File: src/rtl/camera_pkg.sv
`default_nettype none
// ============================================================================
// Module   : camera_pkg
// Brief    : Shared types for the camera emulator: pattern codes, counter type,
//            timing FSM state encoding and the colour-bar table.
// Revision : 1.0 - initial release
// ============================================================================
package camera_pkg;

    typedef enum logic [1:0] {
        PAT_GRADIENT = 2'd0,
        PAT_BARS     = 2'd1,
        PAT_CONST    = 2'd2,
        PAT_COUNTER  = 2'd3
    } pattern_e;

    typedef logic [10:0] cnt_t;

    localparam logic [2:0] c_st_idle   = 3'd0;
    localparam logic [2:0] c_st_vsync  = 3'd1;
    localparam logic [2:0] c_st_vback  = 3'd2;
    localparam logic [2:0] c_st_active = 3'd3;
    localparam logic [2:0] c_st_vfront = 3'd4;

    localparam logic [15:0] c_CONST_WORD = 16'hA5C3;

    // RGB565: white, yellow, cyan, green, magenta, red, blue, black
    function automatic logic [15:0] bar_colour(input logic [2:0] idx);
        logic [15:0] colour;
        case (idx)
            3'd0:    colour = 16'hFFFF;
            3'd1:    colour = 16'hFFE0;
            3'd2:    colour = 16'h07FF;
            3'd3:    colour = 16'h07E0;
            3'd4:    colour = 16'hF81F;
            3'd5:    colour = 16'hF800;
            3'd6:    colour = 16'h001F;
            default: colour = 16'h0000;
        endcase
        return colour;
    endfunction

endpackage
`default_nettype wire

File: src/rtl/ov_sensor_emu_if.sv
`default_nettype none
// ============================================================================
// Module   : ov_sensor_emu_if
// Brief    : DVP-style camera bus: host controls plus emulated sensor outputs.
// Revision : 1.0 - initial release
// ============================================================================
interface ov_sensor_emu_if;
    logic       enable;
    logic [1:0] pattern;
    logic       pclk;
    logic       vsync;
    logic       href;
    logic [7:0] data;
    logic       frame_done;

    modport master (
        output enable, pattern,
        input  pclk, vsync, href, data, frame_done
    );

    modport slave (
        input  enable, pattern,
        output pclk, vsync, href, data, frame_done
    );
endinterface
`default_nettype wire

File: src/rtl/emu_pattern_gen.sv
`default_nettype none
// ============================================================================
// Module   : emu_pattern_gen
// Brief    : Combinational 16-bit test-pattern pixel from pattern, x, y, frame.
// Revision : 1.0 - initial release
// ============================================================================
module emu_pattern_gen
    import camera_pkg::*;
#(
    parameter int H_ACTIVE = 640
) (
    input  wire logic [1:0] i_pattern,
    input  wire cnt_t       i_x,
    input  wire cnt_t       i_y,
    input  wire logic [7:0] i_frame_cnt,
    output logic [15:0]     o_pixel
);
    logic [13:0] w_bar_num;
    logic [13:0] w_bar_idx;
    logic        w_unused;

    // Bar index = x*8/H_ACTIVE, always 0..7 while x is inside the active line
    assign w_bar_num = {i_x, 3'b000};
    assign w_bar_idx = w_bar_num / 14'(H_ACTIVE);
    assign w_unused  = &{1'b0, i_y[10:8], w_bar_idx[13:3]};

    always_comb begin
        o_pixel = 16'h0000;
        case (pattern_e'(i_pattern))
            PAT_GRADIENT: o_pixel = {i_x[7:0], i_y[7:0]};
            PAT_BARS:     o_pixel = bar_colour(w_bar_idx[2:0]);
            PAT_CONST:    o_pixel = c_CONST_WORD;
            PAT_COUNTER:  o_pixel = {8'h00, i_frame_cnt};
            default:      o_pixel = 16'h0000;
        endcase
    end
endmodule
`default_nettype wire

File: src/rtl/ov_sensor_emu.sv
`default_nettype none
// ============================================================================
// Module   : ov_sensor_emu
// Brief    : OV-style camera emulator: pclk = clk/2, frame/line timing FSM and
//            byte serialisation of a selectable test pattern.
// Revision : 1.0 - initial release
// ============================================================================
module ov_sensor_emu
    import camera_pkg::*;
#(
    parameter int H_ACTIVE = 640,
    parameter int H_BLANK  = 144,
    parameter int V_SYNC   = 3,
    parameter int V_BACK   = 17,
    parameter int V_ACTIVE = 480,
    parameter int V_FRONT  = 10,
    parameter int BPP      = 2
) (
    input  wire logic      clk,
    input  wire logic      reset_n,
    ov_sensor_emu_if.slave bus
);
    localparam cnt_t c_H_LAST = cnt_t'(H_ACTIVE + H_BLANK - 1);
    localparam cnt_t c_HA     = cnt_t'(H_ACTIVE);

    logic       r_started;
    logic       r_pclk;
    logic       r_byte;
    logic       r_frame_done;
    logic [2:0] r_state;
    cnt_t       r_hpix;
    cnt_t       r_line;
    logic [7:0] r_frame_cnt;
    logic [7:0] r_frame_cnt_lat;
    logic [1:0] r_pattern_lat;

    logic        w_tick;
    logic        w_byte_last;
    logic        w_pix_last;
    logic        w_line_end;
    logic        w_frame_end;
    logic        w_start;
    logic        w_href;
    cnt_t        w_line_last;
    logic [2:0]  w_next_state;
    logic [15:0] w_pixel;
    logic [7:0]  w_byte;

    always_comb begin
        w_line_last  = cnt_t'(0);
        w_next_state = c_st_idle;
        case (r_state)
            c_st_vsync:  begin w_line_last = cnt_t'(V_SYNC - 1);   w_next_state = c_st_vback;  end
            c_st_vback:  begin w_line_last = cnt_t'(V_BACK - 1);   w_next_state = c_st_active; end
            c_st_active: begin w_line_last = cnt_t'(V_ACTIVE - 1); w_next_state = c_st_vfront; end
            c_st_vfront: begin w_line_last = cnt_t'(V_FRONT - 1);  w_next_state = c_st_idle;   end
            default:     ;
        endcase
    end

    // w_tick marks the clk edge that takes pclk 1->0; all timing moves there
    assign w_tick      = r_started & r_pclk;
    assign w_byte_last = (BPP == 1) ? 1'b1 : r_byte;
    assign w_pix_last  = w_byte_last && (r_hpix == c_H_LAST);
    assign w_line_end  = w_pix_last && (r_line == w_line_last);
    assign w_frame_end = w_tick && (r_state == c_st_vfront) && w_line_end;
    assign w_start     = bus.enable && ((w_tick && (r_state == c_st_idle)) || w_frame_end);

    always_ff @(posedge clk or negedge reset_n) begin
        if (!reset_n) begin
            r_started       <= 1'b0;
            r_pclk          <= 1'b0;
            r_byte          <= 1'b0;
            r_frame_done    <= 1'b0;
            r_state         <= c_st_idle;
            r_hpix          <= '0;
            r_line          <= '0;
            r_frame_cnt     <= 8'd0;
            r_frame_cnt_lat <= 8'd0;
            r_pattern_lat   <= 2'd0;
        end else begin
            // r_started delays the first pclk rise to the second clk edge
            r_started    <= 1'b1;
            r_pclk       <= r_started & ~r_pclk;
            r_frame_done <= w_frame_end;
            if (w_tick && (r_state != c_st_idle)) begin
                r_byte <= ~w_byte_last;
                if (w_byte_last) r_hpix <= (r_hpix == c_H_LAST) ? '0 : r_hpix + cnt_t'(1);
                if (w_pix_last)  r_line <= w_line_end ? '0 : r_line + cnt_t'(1);
                if (w_line_end)  r_state <= w_next_state;
            end
            if (w_frame_end) r_frame_cnt <= r_frame_cnt + 8'd1;
            // Back-to-back frames latch the already-incremented frame count
            if (w_start) begin
                r_state         <= c_st_vsync;
                r_pattern_lat   <= bus.pattern;
                r_frame_cnt_lat <= w_frame_end ? r_frame_cnt + 8'd1 : r_frame_cnt;
            end
        end
    end

    emu_pattern_gen #(
        .H_ACTIVE (H_ACTIVE)
    ) u_pattern_gen (
        .i_pattern   (r_pattern_lat),
        .i_x         (r_hpix),
        .i_y         (r_line),
        .i_frame_cnt (r_frame_cnt_lat),
        .o_pixel     (w_pixel)
    );

    assign w_href = (r_state == c_st_active) && (r_hpix < c_HA);
    assign w_byte = ((BPP == 2) && !r_byte) ? w_pixel[15:8] : w_pixel[7:0];

    assign bus.pclk       = r_pclk;
    assign bus.vsync      = (r_state == c_st_vsync);
    assign bus.href       = w_href;
    assign bus.data       = w_href ? w_byte : 8'h00;
    assign bus.frame_done = r_frame_done;
endmodule
`default_nettype wire

File: src/flat_wrapper.sv
// flat-port wrapper written by rule: the top's interface ports become plain ports
module ov_sensor_emu_flat import camera_pkg::*;
#(
    parameter int H_ACTIVE = 640,
    parameter int H_BLANK  = 144,
    parameter int V_SYNC   = 3,
    parameter int V_BACK   = 17,
    parameter int V_ACTIVE = 480,
    parameter int V_FRONT  = 10,
    parameter int BPP      = 2
)
  (clk, reset_n, bus_enable, bus_pattern, bus_pclk, bus_vsync, bus_href, bus_data, bus_frame_done);
  ov_sensor_emu_if bus_i ();
  input  wire logic clk;
  input  wire logic reset_n;
  input wire logic [$bits(bus_i.enable)-1:0] bus_enable;
  input wire logic [$bits(bus_i.pattern)-1:0] bus_pattern;
  output wire logic [$bits(bus_i.pclk)-1:0] bus_pclk;
  output wire logic [$bits(bus_i.vsync)-1:0] bus_vsync;
  output wire logic [$bits(bus_i.href)-1:0] bus_href;
  output wire logic [$bits(bus_i.data)-1:0] bus_data;
  output wire logic [$bits(bus_i.frame_done)-1:0] bus_frame_done;
  assign bus_i.enable = bus_enable;
  assign bus_i.pattern = bus_pattern;
  assign bus_pclk = bus_i.pclk;
  assign bus_vsync = bus_i.vsync;
  assign bus_href = bus_i.href;
  assign bus_data = bus_i.data;
  assign bus_frame_done = bus_i.frame_done;
  ov_sensor_emu #(.H_ACTIVE(H_ACTIVE), .H_BLANK(H_BLANK), .V_SYNC(V_SYNC), .V_BACK(V_BACK), .V_ACTIVE(V_ACTIVE), .V_FRONT(V_FRONT), .BPP(BPP)) u_core (.clk(clk), .reset_n(reset_n), .bus(bus_i));
endmodule
File: config.mk
export PLATFORM = sky130hd
export DESIGN_NAME = ov_sensor_emu_flat
export DESIGN_NICKNAME = d
export VERILOG_FILES = /design/src/rtl/camera_pkg.sv /design/src/rtl/ov_sensor_emu_if.sv /design/src/rtl/emu_pattern_gen.sv /design/src/rtl/ov_sensor_emu.sv /design/src/flat_wrapper.sv
export SDC_FILE = /design/constraint.sdc
export NUM_CORES = 1
export LEC_CHECK = 0
export ABC_AREA = 1
export BUFFER_PORTS_ARGS = -buffer_cell sky130_fd_sc_hd__buf_2
export CAP_MARGIN = 20
export CORE_MARGIN = 1.5
export CORE_UTILIZATION = 35
export CTS_CLUSTER_DIAMETER = 40
export CTS_CLUSTER_SIZE = 24
export DETAILED_ROUTE_END_ITERATION = 10
export HOLD_SLACK_MARGIN = 0.02
export SETUP_SLACK_MARGIN = 0.05
export SYNTH_ARGS = -nofsm -noshare
export SYNTH_HDL_FRONTEND = slang
export SYNTH_SLANG_ARGS = --single-unit
File: constraint.sdc
create_clock -name clk -period 6.1 [get_ports clk]
set_clock_uncertainty 0.15 [all_clocks]
set_input_delay 0.915 -clock clk [delete_from_list [all_inputs] [get_ports clk]]
set_output_delay 0.915 -clock clk [all_outputs]
set_load 0.005 [all_outputs]
## After elaboration in Yosys (flattened, before gate mapping)

Cells that the tools add are included.
W data, S select, Z words.

- Output and inout bits: 12
- Memory bits (read-only): 0
- Memories: 0
- Register bits after elaboration: 47
- Logic and storage cells: 64
- Input bits: 5
- RAM bits: 0
- Bits in latches: 0

- Equality and inequality tests: 15
- Shifts and indexed selects: 0
- Bitwise logic cells: 4
- $add $sub $neg: 3
- Reduce and logical (&&, ||, !) cells: 18
- Div/mod/pow operators: 1
- Mux-type cells: 12
- Order comparisons: 1
- Multipliers: 0

Operator list:

| cell | number |
|---|---|
| $pmux W16 S7 | 1 |
| $pmux W16 S4 | 1 |
| $pmux W9 S4 | 1 |
| $mux W8 | 3 |
| $add A11 B1 Y11 const B | 2 |
| $mux W11 | 2 |
| $div A14 B10 Y14 const B | 1 |
| $eq A3 B2 Y1 const B | 4 |
| $eq A3 B3 Y1 const B | 4 |
| $eq A11 B10 Y1 const B | 1 |
| $eq A11 B9 Y1 | 1 |
| $lt A11 B10 Y1 const B | 1 |
| $mux W3 | 3 |
| $pmux W3 S3 | 1 |
| $add A8 B1 Y8 const B | 1 |
| $logic_and A1 B1 Y1 | 8 |
| $eq A3 B1 Y1 const B | 2 |
| $logic_not A3 Y1 | 2 |
| $reduce_and A2 Y1 | 3 |
| $eq A2 B2 Y1 const B | 2 |
| $reduce_bool A2 Y1 | 2 |
| $reduce_bool A3 Y1 | 1 |
| $and A1 B1 Y1 | 2 |
| $eq A2 B1 Y1 const B | 1 |
| other kinds (3) | 4 |

## Depth between registers and ports, before layout

Gate-level depths: netlist of run 1.

- Word-level depth: 9
- Gate-level depth with buffers: 17
- Depth with buffers taken out: 16

## By module

A second synthesis of run 1 with hierarchy kept.

- Cells, all modules: 471
- Area, all modules: 3173.0 um^2

By module, submodules not included:

| module | times used | area an instance (um^2) | cells an instance |
|---|---|---|---|
| ov_sensor_emu | 1 | 2676.3 | 365 |
| emu_pattern_gen | 1 | 496.7 | 106 |

## Worst setup path after synthesis of run 1

No wires, ideal clock.

- Kind: register -> output
- From: register u_core.r_hpix[8]
- To: output bus_data[5]
- Setup slack: 3246 ps
- Buffers on the path: 1
- Stages on the path, launching flop included: 18
- Data required time: 5035 ps
- Data arrival time: 1789 ps
- Cell sequence: dfrtp_1 -> buf_4 -> o21ai_1 -> nand2_1 -> nand3_1 -> nand2_1 -> nand2_1 -> nand2_1 -> nand3_1 -> nand2_2 -> nand2_2 -> nand2_1 -> nand3_1 -> nand3_1 -> nand3_1 -> nand2_1 -> o21ai_0 -> inv_1

- Word-level cells in the longest chain between the ends: 6

Ends and longest elaborated chain:

| element | line | text |
|---|---|---|
| from (decl) | ov_sensor_emu.sv:31 | `cnt_t r_hpix;` |
| from (signal assigned) | ov_sensor_emu.sv:88 | `if (w_byte_last) r_hpix <= (r_hpix == c_H_LAST) ? '0 : r_hpix + cnt_t'(1);` |
| $div A14 B10 Y14 | emu_pattern_gen.sv:24 | `assign w_bar_idx = w_bar_num / 14'(H_ACTIVE);` |
| $eq A3 B3 Y1, or another cell as far along | camera_pkg.sv:30 | `case (idx)` |
| $pmux W16 S7 | camera_pkg.sv:30 |  |
| $pmux W16 S4 | emu_pattern_gen.sv:29 | `case (pattern_e'(i_pattern))` |
| $mux W8 | ov_sensor_emu.sv:113 | `assign w_byte = ((BPP == 2) && !r_byte) ? w_pixel[15:8] : w_pixel[7:0];` |
| $mux W8 (*) | ov_sensor_emu.sv:118 | `assign bus.data = w_href ? w_byte : 8'h00;` |
| to (decl) | flat_wrapper.sv:21 | `output wire logic [$bits(bus_i.data)-1:0] bus_data;` |

Mark *: on every way between the ends. The rest lies on a longest branch, timed or not.

## Worst setup path in the final report of run 1

- From: register u_core.r_hpix[10]
- To: output bus_data[7]

The elaborated chain is that of the path after synthesis.

==> results.json, run 1 <==
{
  "required_ns": 5.03,
  "avgSynthCellArea_sq_um": 7.41,
  "worst-r2r-setup-slack_ns": 3.60,
  "fillers": 932,
  "syn-num-nets": 431,
  "critPathLaunch": "u_core.r_hpix[10]",
  "tightest_slew_ns": 0.563,
  "clockBufferDepth": 2,
  "hpwl_microns": 5590,
  "whs_ns": 0.296,
  "synth_cell_types": 50,
  "ir_worst_vdd_mv": 0.106,
  "final_cell_mix": "nand2_1 (102), dfrtp_1 (47), inv_1 (40)",
  "r2r_cells": 12,
  "synth_top_area_share_pct": 37.6,
  "synth-main-ff-cell": "dfrtp_1",
  "min_period_over_period_pct": 61.3,
  "critPathKind": "flip-flop to primary output",
  "powerDensity_nw_per_um2": 183,
  "worstHoldStart": "u_core.bus.pclk",
  "period_needed_ns": 3.74,
  "relSlewSlack_pct": 62.4,
  "report.final.slew_viol_count": 0,
  "first_pass_iters": 5,
  "async_reset_ff_share_pct": 100,
  "rr_startpoint": "u_core.r_byte",
  "mostFrequentLayoutCell": "nand2_1",
  "multiInputGateArea_sq_um": 1680,
  "yosysSeqAreaShare_pct": 37.6,
  "dieHeight_microns": 97.5,
  "cts_buffers": 5,
  "start_util_pct": 36.0,
  "grt_start_max_net_pins": 48,
  "finalSetupTns_ns": 0,
  "synthTopCellsByArea": "dfrtp_1 (38%), nand2_1 (12%), inv_1 (4.8%), nand3_1 (4.8%), o21ai_0 (4.6%)",
  "post_cts_buffers": 0,
  "clock-sinks": 47,
  "num_vias": 2742,
  "dieArea_sq_um": 9510,
  "fin_ws_ns": 2.36,
  "fin_util_pct": 39.1,
  "arrival_ns": 2.68,
  "holdPathEnd": "u_core.bus.pclk",
  "place_ws_ns": 2.73,
  "fin_nets": 442,
  "startpoint_type": "flip-flop",
  "rsz0062_at_grt": "no",
  "layout-drive-gt1-share_pct": 16.4,
  "synth.ff_latch_count": 47,
  "cts_tree": "built",
  "die_x_microns": 97.5,
  "core_sq_um": 8680,
  "min_path_cells": 1,
  "power_leakage_nw": 1.73,
  "grt_usage_pct": 15.9,
  "cts-root-buf": "clkbuf_8",
  "wirelength_microns": 7280,
  "area_delta_synth_final_pct": 8.52,
  "reg2reg_to": "u_core.r_frame_cnt_lat[1]",
  "syn_area_sq_um": 3130,
  "setup_viol": 0,
  "status": "complete, no violations",
  "hold_path_class": "flip-flop to flip-flop",
  "ctsResizeCount": 0,
  "drc": 0,
  "clock.fmax_mhz": 267,
  "grt_antenna_before_repair": 0,
  "clock_latency_ns": 0.31,
  "grt_pass1_wl_microns": 12500,
  "cp_max_fo": 10,
  "drv_cap": 0,
  "syn_inst": 422,
  "htreeDepth": 2,
  "ios": 17,
  "wl_per_cell_microns": 13.4,
  "ant_nets": 0,
  "finalHoldViolations": 0,
  "synth_edf_count": 0,
  "diodes": 0,
  "end_kind": "primary output",
  "port_buffers": 16,
  "cts.clk_slew.worst_paths_ns": 0.11,
  "register_area_sq_um": 1180,
  "drt_iter0_markers": 126,
  "ys.warnings.count": 0,
  "postCtsHoldBufs": 0,
  "place_congestion": 0.883,
  "first_global_vias": 2555,
  "finalPower_uw": 620,
  "viasPerCell": 5.06,
  "grt.overflow.total": 0,
  "num_rows": 34,
  "synth_top_area_cell": "dfrtp_1"
}
through the flow:
step	cell area [sq um]	instances
6_report	3390	542
5_1_grt	3390	542
4_1_cts	3370	541
3_5_place_dp	3280	533
3_3_place_gp	3280	533
2_1_floorplan	3130	422
cell usage after synthesis (7+ instances only):
cell	number
nand4_1	13
nor2_1	32
o21ai_0	29
clkbuf_1	7
a21oi_1	19
inv_2	8
dfrtp_1	47
inv_1	40
xor2_1	15
nand2_2	7
nand2_1	102
nand3_1	30
sequential cells by signal, indices dropped and copies added, names as in the netlist:
register and flops:
u_core.r_frame_cnt 8, u_core.r_state 3, u_core.r_line 11, u_core.bus.pclk 1, u_core.bus.frame_done 1, u_core.r_hpix 11, u_core.r_pattern_lat 2, u_core.r_frame_cnt_lat 8
u_core.r_byte 1, u_core.r_started 1
area by class of cell:
| cell class | instances | share of cell area (%) |
|---|---|---|
| flip-flops and latches | 47 | 34.7 |
| clock inverters | 3 | 0.848 |
| well taps | 108 | 3.98 |
| repair buffers | 17 | 2.95 |
| clock buffers | 5 | 2.03 |
| inverters | 52 | 6.01 |
| multi-input cells | 310 | 49.5 |
cell families after synthesis:
logic type	synth area share [%]
fa+ha+maj	1.60
xor+xnor	5.28
other cells	0.120
flops	37.6
mux	0.360
compound gates	11.8
simple gates	34.5
buf+inv	8.64
per-layer routing:
metal | vias up | GRT usage, % | wire length [microns]
li1 | 1404 | - | -
met1 | 1304 | 21.9 | 3470
met2 | 30 | 26.1 | 3550
met3 | 4 | 2.45 | 198
met4 | 0 | 3.74 | 57
met5 | - | 0 | 0
worst max-delay path by stage:
stage / end / slack (ns) / cells past startpoint
final: bus_data[7] / 2.36 / 16
after global routing: bus_data[5] / 2.06 / 17
after CTS: bus_data[7] / 2.38 / 16
after detailed placement: bus_data[7] / 2.73 / 16
after global placement: bus_data[5] / 2.80 / 17
after floorplan: bus_data[5] / 3.25 / 17
critical path: stages, from the launching register on:
cell and delay [ns]:
dfrtp_1 0.54, o21ai_1 0.18, nand2_1 0.09, nand3_1 0.07, nand2_1 0.08, nand2_1 0.05, nand2_1 0.06, nand2_1 0.10
inv_1 0.12, nor2_1 0.05, o21ai_0 0.21, nand3_1 0.12, nand3_1 0.17, nand2_1 0.10, o21ai_0 0.25, inv_1 0.06
buf_2 0.13
where the power goes:
part / internal [mW] / switching [mW] / leakage [nW]
clock: 0.0868 / 0.123 / 0.0511
combinational: 0.0197 / 0.0455 / 1.04
sequential: 0.326 / 0.0182 / 0.630
total: 0.432 / 0.187 / 1.73
No activity file was read; power rests on OpenSTA's default activity.
==> inputs of run 2 (changes only) <==
==> constraint.sdc (replaced) <==
create_clock -name clk -period 3.53 [get_ports clk]
set_clock_uncertainty 0.15 [all_clocks]
set_input_delay 0.5295 -clock clk [delete_from_list [all_inputs] [get_ports clk]]
set_output_delay 0.5295 -clock clk [all_outputs]
set_load 0.005 [all_outputs]
==> run 2 against run 1 <==
  * Register-to-register slack lost 2.5 ns
  * Sequential power up 70%
  * Cell count is 0.18% higher
  * Worst setup slack worse by 2.0 ns
  * Highest routed layer unchanged
  * Flip-flop and latch count is the same
  * Via count is 0.51% higher
  * Clock power is 74% higher
  * Critical path depth unchanged
  * Total power grew 74%
  * Cell area increased by 0.33%
  * Die area did not move
  * Count of clock-buffer cells in the layout did not move
==> results.json, run 2 (synthesis gave the netlist of run 1 again) <==
{
  "status": "complete, no violations",
  "setup_viol": 0,
  "clock-sinks": 47,
  "post_cts_buffers": 0,
  "clockBufferDepth": 2,
  "cp_slowest_cell": "dfrtp_2",
  "reg2reg_to": "u_core.r_line[10]",
  "p_seq_share_pct": 54.2,
  "die_x_microns": 97.5,
  "hpwl_microns": 5550,
  "wl_per_cell_microns": 13.6,
  "rr_startpoint": "u_core.r_hpix[6]",
  "period_needed_ns": 3.22,
  "grt_start_max_net_pins": 48,
  "slowest_delay_ns": 0.48,
  "tightest_slew_ns": 0.559,
  "critPathBufInv": 1,
  "power_leakage_nw": 1.72,
  "place_ws_ns": 0.553,
  "rsz0062_at_grt": "no",
  "ios": 17,
  "clock_latency_ns": 0.31,
  "final_cell_mix": "nand2_1 (102), dfrtp_1 (44), inv_1 (39)",
  "fin_nets": 443,
  "drt_iter0_markers": 165,
  "viasPerCell": 5.08,
  "cp_max_fo": 8,
  "finalHoldViolations": 0,
  "ant_nets": 0,
  "grt.overflow.total": 0,
  "port_buffers": 16,
  "relSlewSlack_pct": 62.7,
  "cts-root-buf": "clkbuf_8",
  "hold_path_class": "input port to async pin",
  "report.final.slew_viol_count": 0,
  "pwr-share-clk_pct": 33.9,
  "dieHeight_microns": 97.5,
  "mostFrequentLayoutCell": "nand2_1",
  "share_comb_of_total_power_pct": 11.9,
  "startpoint_type": "flip-flop",
  "drv_cap": 0,
  "first_global_vias": 2568,
  "critPathKind": "flip-flop to primary output",
  "grt_usage_pct": 16.1,
  "ir_worst_vdd_mv": 0.214,
  "diodes": 0,
  "wirelength_microns": 7370,
  "dieArea_sq_um": 9510,
  "swShare_pct": 30.2,
  "finalSetupTns_ns": 0,
  "first_pass_iters": 4,
  "min_period_over_period_pct": 91.3,
  "internal_power_uw": 751,
  "cts.clk_slew.worst_paths_ns": 0.10,
  "area_delta_synth_final_pct": 8.88,
  "place_congestion": 0.887,
  "htreeDepth": 2,
  "crit_family": "simple AND/OR/NAND/NOR gates",
  "grt_antenna_before_repair": 0,
  "powerDensity_nw_per_um2": 316,
  "grt_pass1_wl_microns": 12700,
  "switching_power_uw": 326,
  "end_kind": "primary output",
  "required_ns": 2.85,
  "crit_chain": "o21ai_1, nand2_1, nand3_1, nand2_1, nand3_1, nand3_1, nand2_2, nand2_2, nand2_1, nand2_1, nand2_1, nand4_1, nand2_1, nand2_1, a21oi_1, buf_2",
  "r2r_cells": 9,
  "layout-drive-gt1-share_pct": 17.5,
  "cts_buffers": 5,
  "core_sq_um": 8680,
  "arrival_ns": 2.54,
  "cts_tree": "built",
  "worst-r2r-setup-slack_ns": 1.11,
  "fin_ws_ns": 0.308,
  "reg_top3": "u_core.r_hpix (11), u_core.r_line (11)",
  "num_vias": 2756,
  "clock.fmax_mhz": 310,
  "cp_common_cell": "nand2_1",
  "num_rows": 34,
  "start_util_pct": 36.0,
  "drc": 0
}
-- run 2: final cells by class --
class,count,area (sq um)
fill,913,5270
multi-input combinational,310,1680
sequential,47,1180
inverter,52,204
tap,108,135
timing repair buffer,18,108
clock buffer,5,68.8
clock inverter,3,28.8
-- run 2: metrics by stage --
stage	instances	cell area [sq um]	hold slack [ns]	utilization, %	total power, mW
2_1_floorplan	422	3130	0.0839	-	0.674
3_3_place_gp	534	3280	0.283	37.8	0.719
3_5_place_dp	534	3280	0.286	37.8	0.721
4_1_cts	542	3380	0.266	39.0	1.09
5_1_grt	543	3400	0.0738	39.2	1.14
6_report	543	3400	0.0415	39.2	1.08
-- run 2: worst max path at each step --
stage                           from          end  slack, ns  cells past startpoint
finish              u_core.r_hpix[9]  bus_data[1]       0.31                     16
detailed placement  u_core.r_hpix[9]  bus_data[5]       0.55                     17
floorplan           u_core.r_hpix[8]  bus_data[5]       1.06                     17
global placement    u_core.r_hpix[9]  bus_data[5]       0.62                     17
global route        u_core.r_hpix[8]  bus_data[7]       0.05                     17
CTS                 u_core.r_hpix[9]  bus_data[5]       0.21                     17
-- run 2: what timing repair did --
action | in CTS | in global routing
hold buffers | 0 | 0
setup endpoints to repair | 0 | 7
gates resized for setup | 0 | 6
-- run 2: metal layers --
metal	share of wire (%)	global-route usage [%]	routed length, microns	vias up
li1	-	-	-	1415
met1	47	22.4	3480	1284
met2	49	26.3	3580	50
met3	3.3	2.37	245	7
met4	0.98	4.07	72	0
met5	0	0	0	-
-- run 2: power by group through the flow --
| stage | clock network (mW) | logic (mW) | registers, mW |
|---|---|---|---|
| final | 0.365 | 0.128 | 0.584 |
| after global routing | 0.399 | 0.149 | 0.587 |
| after CTS | 0.378 | 0.128 | 0.584 |
| after detailed placement | 0 | 0.126 | 0.595 |
| after global placement | 0 | 0.126 | 0.593 |
| after floorplan | 0 | 0.0829 | 0.591 |
-- run 2: worst reg2reg max path, stage by stage, from the launching register on --
cell and delay (ns):
dfrtp_1 0.54, inv_1 0.26, nand4_1 0.13, nor2_1 0.11, nand3_1 0.20, inv_1 0.10, nand2_1 0.09, nor4_1 0.39
nand4_1 0.17, xnor2_1 0.16
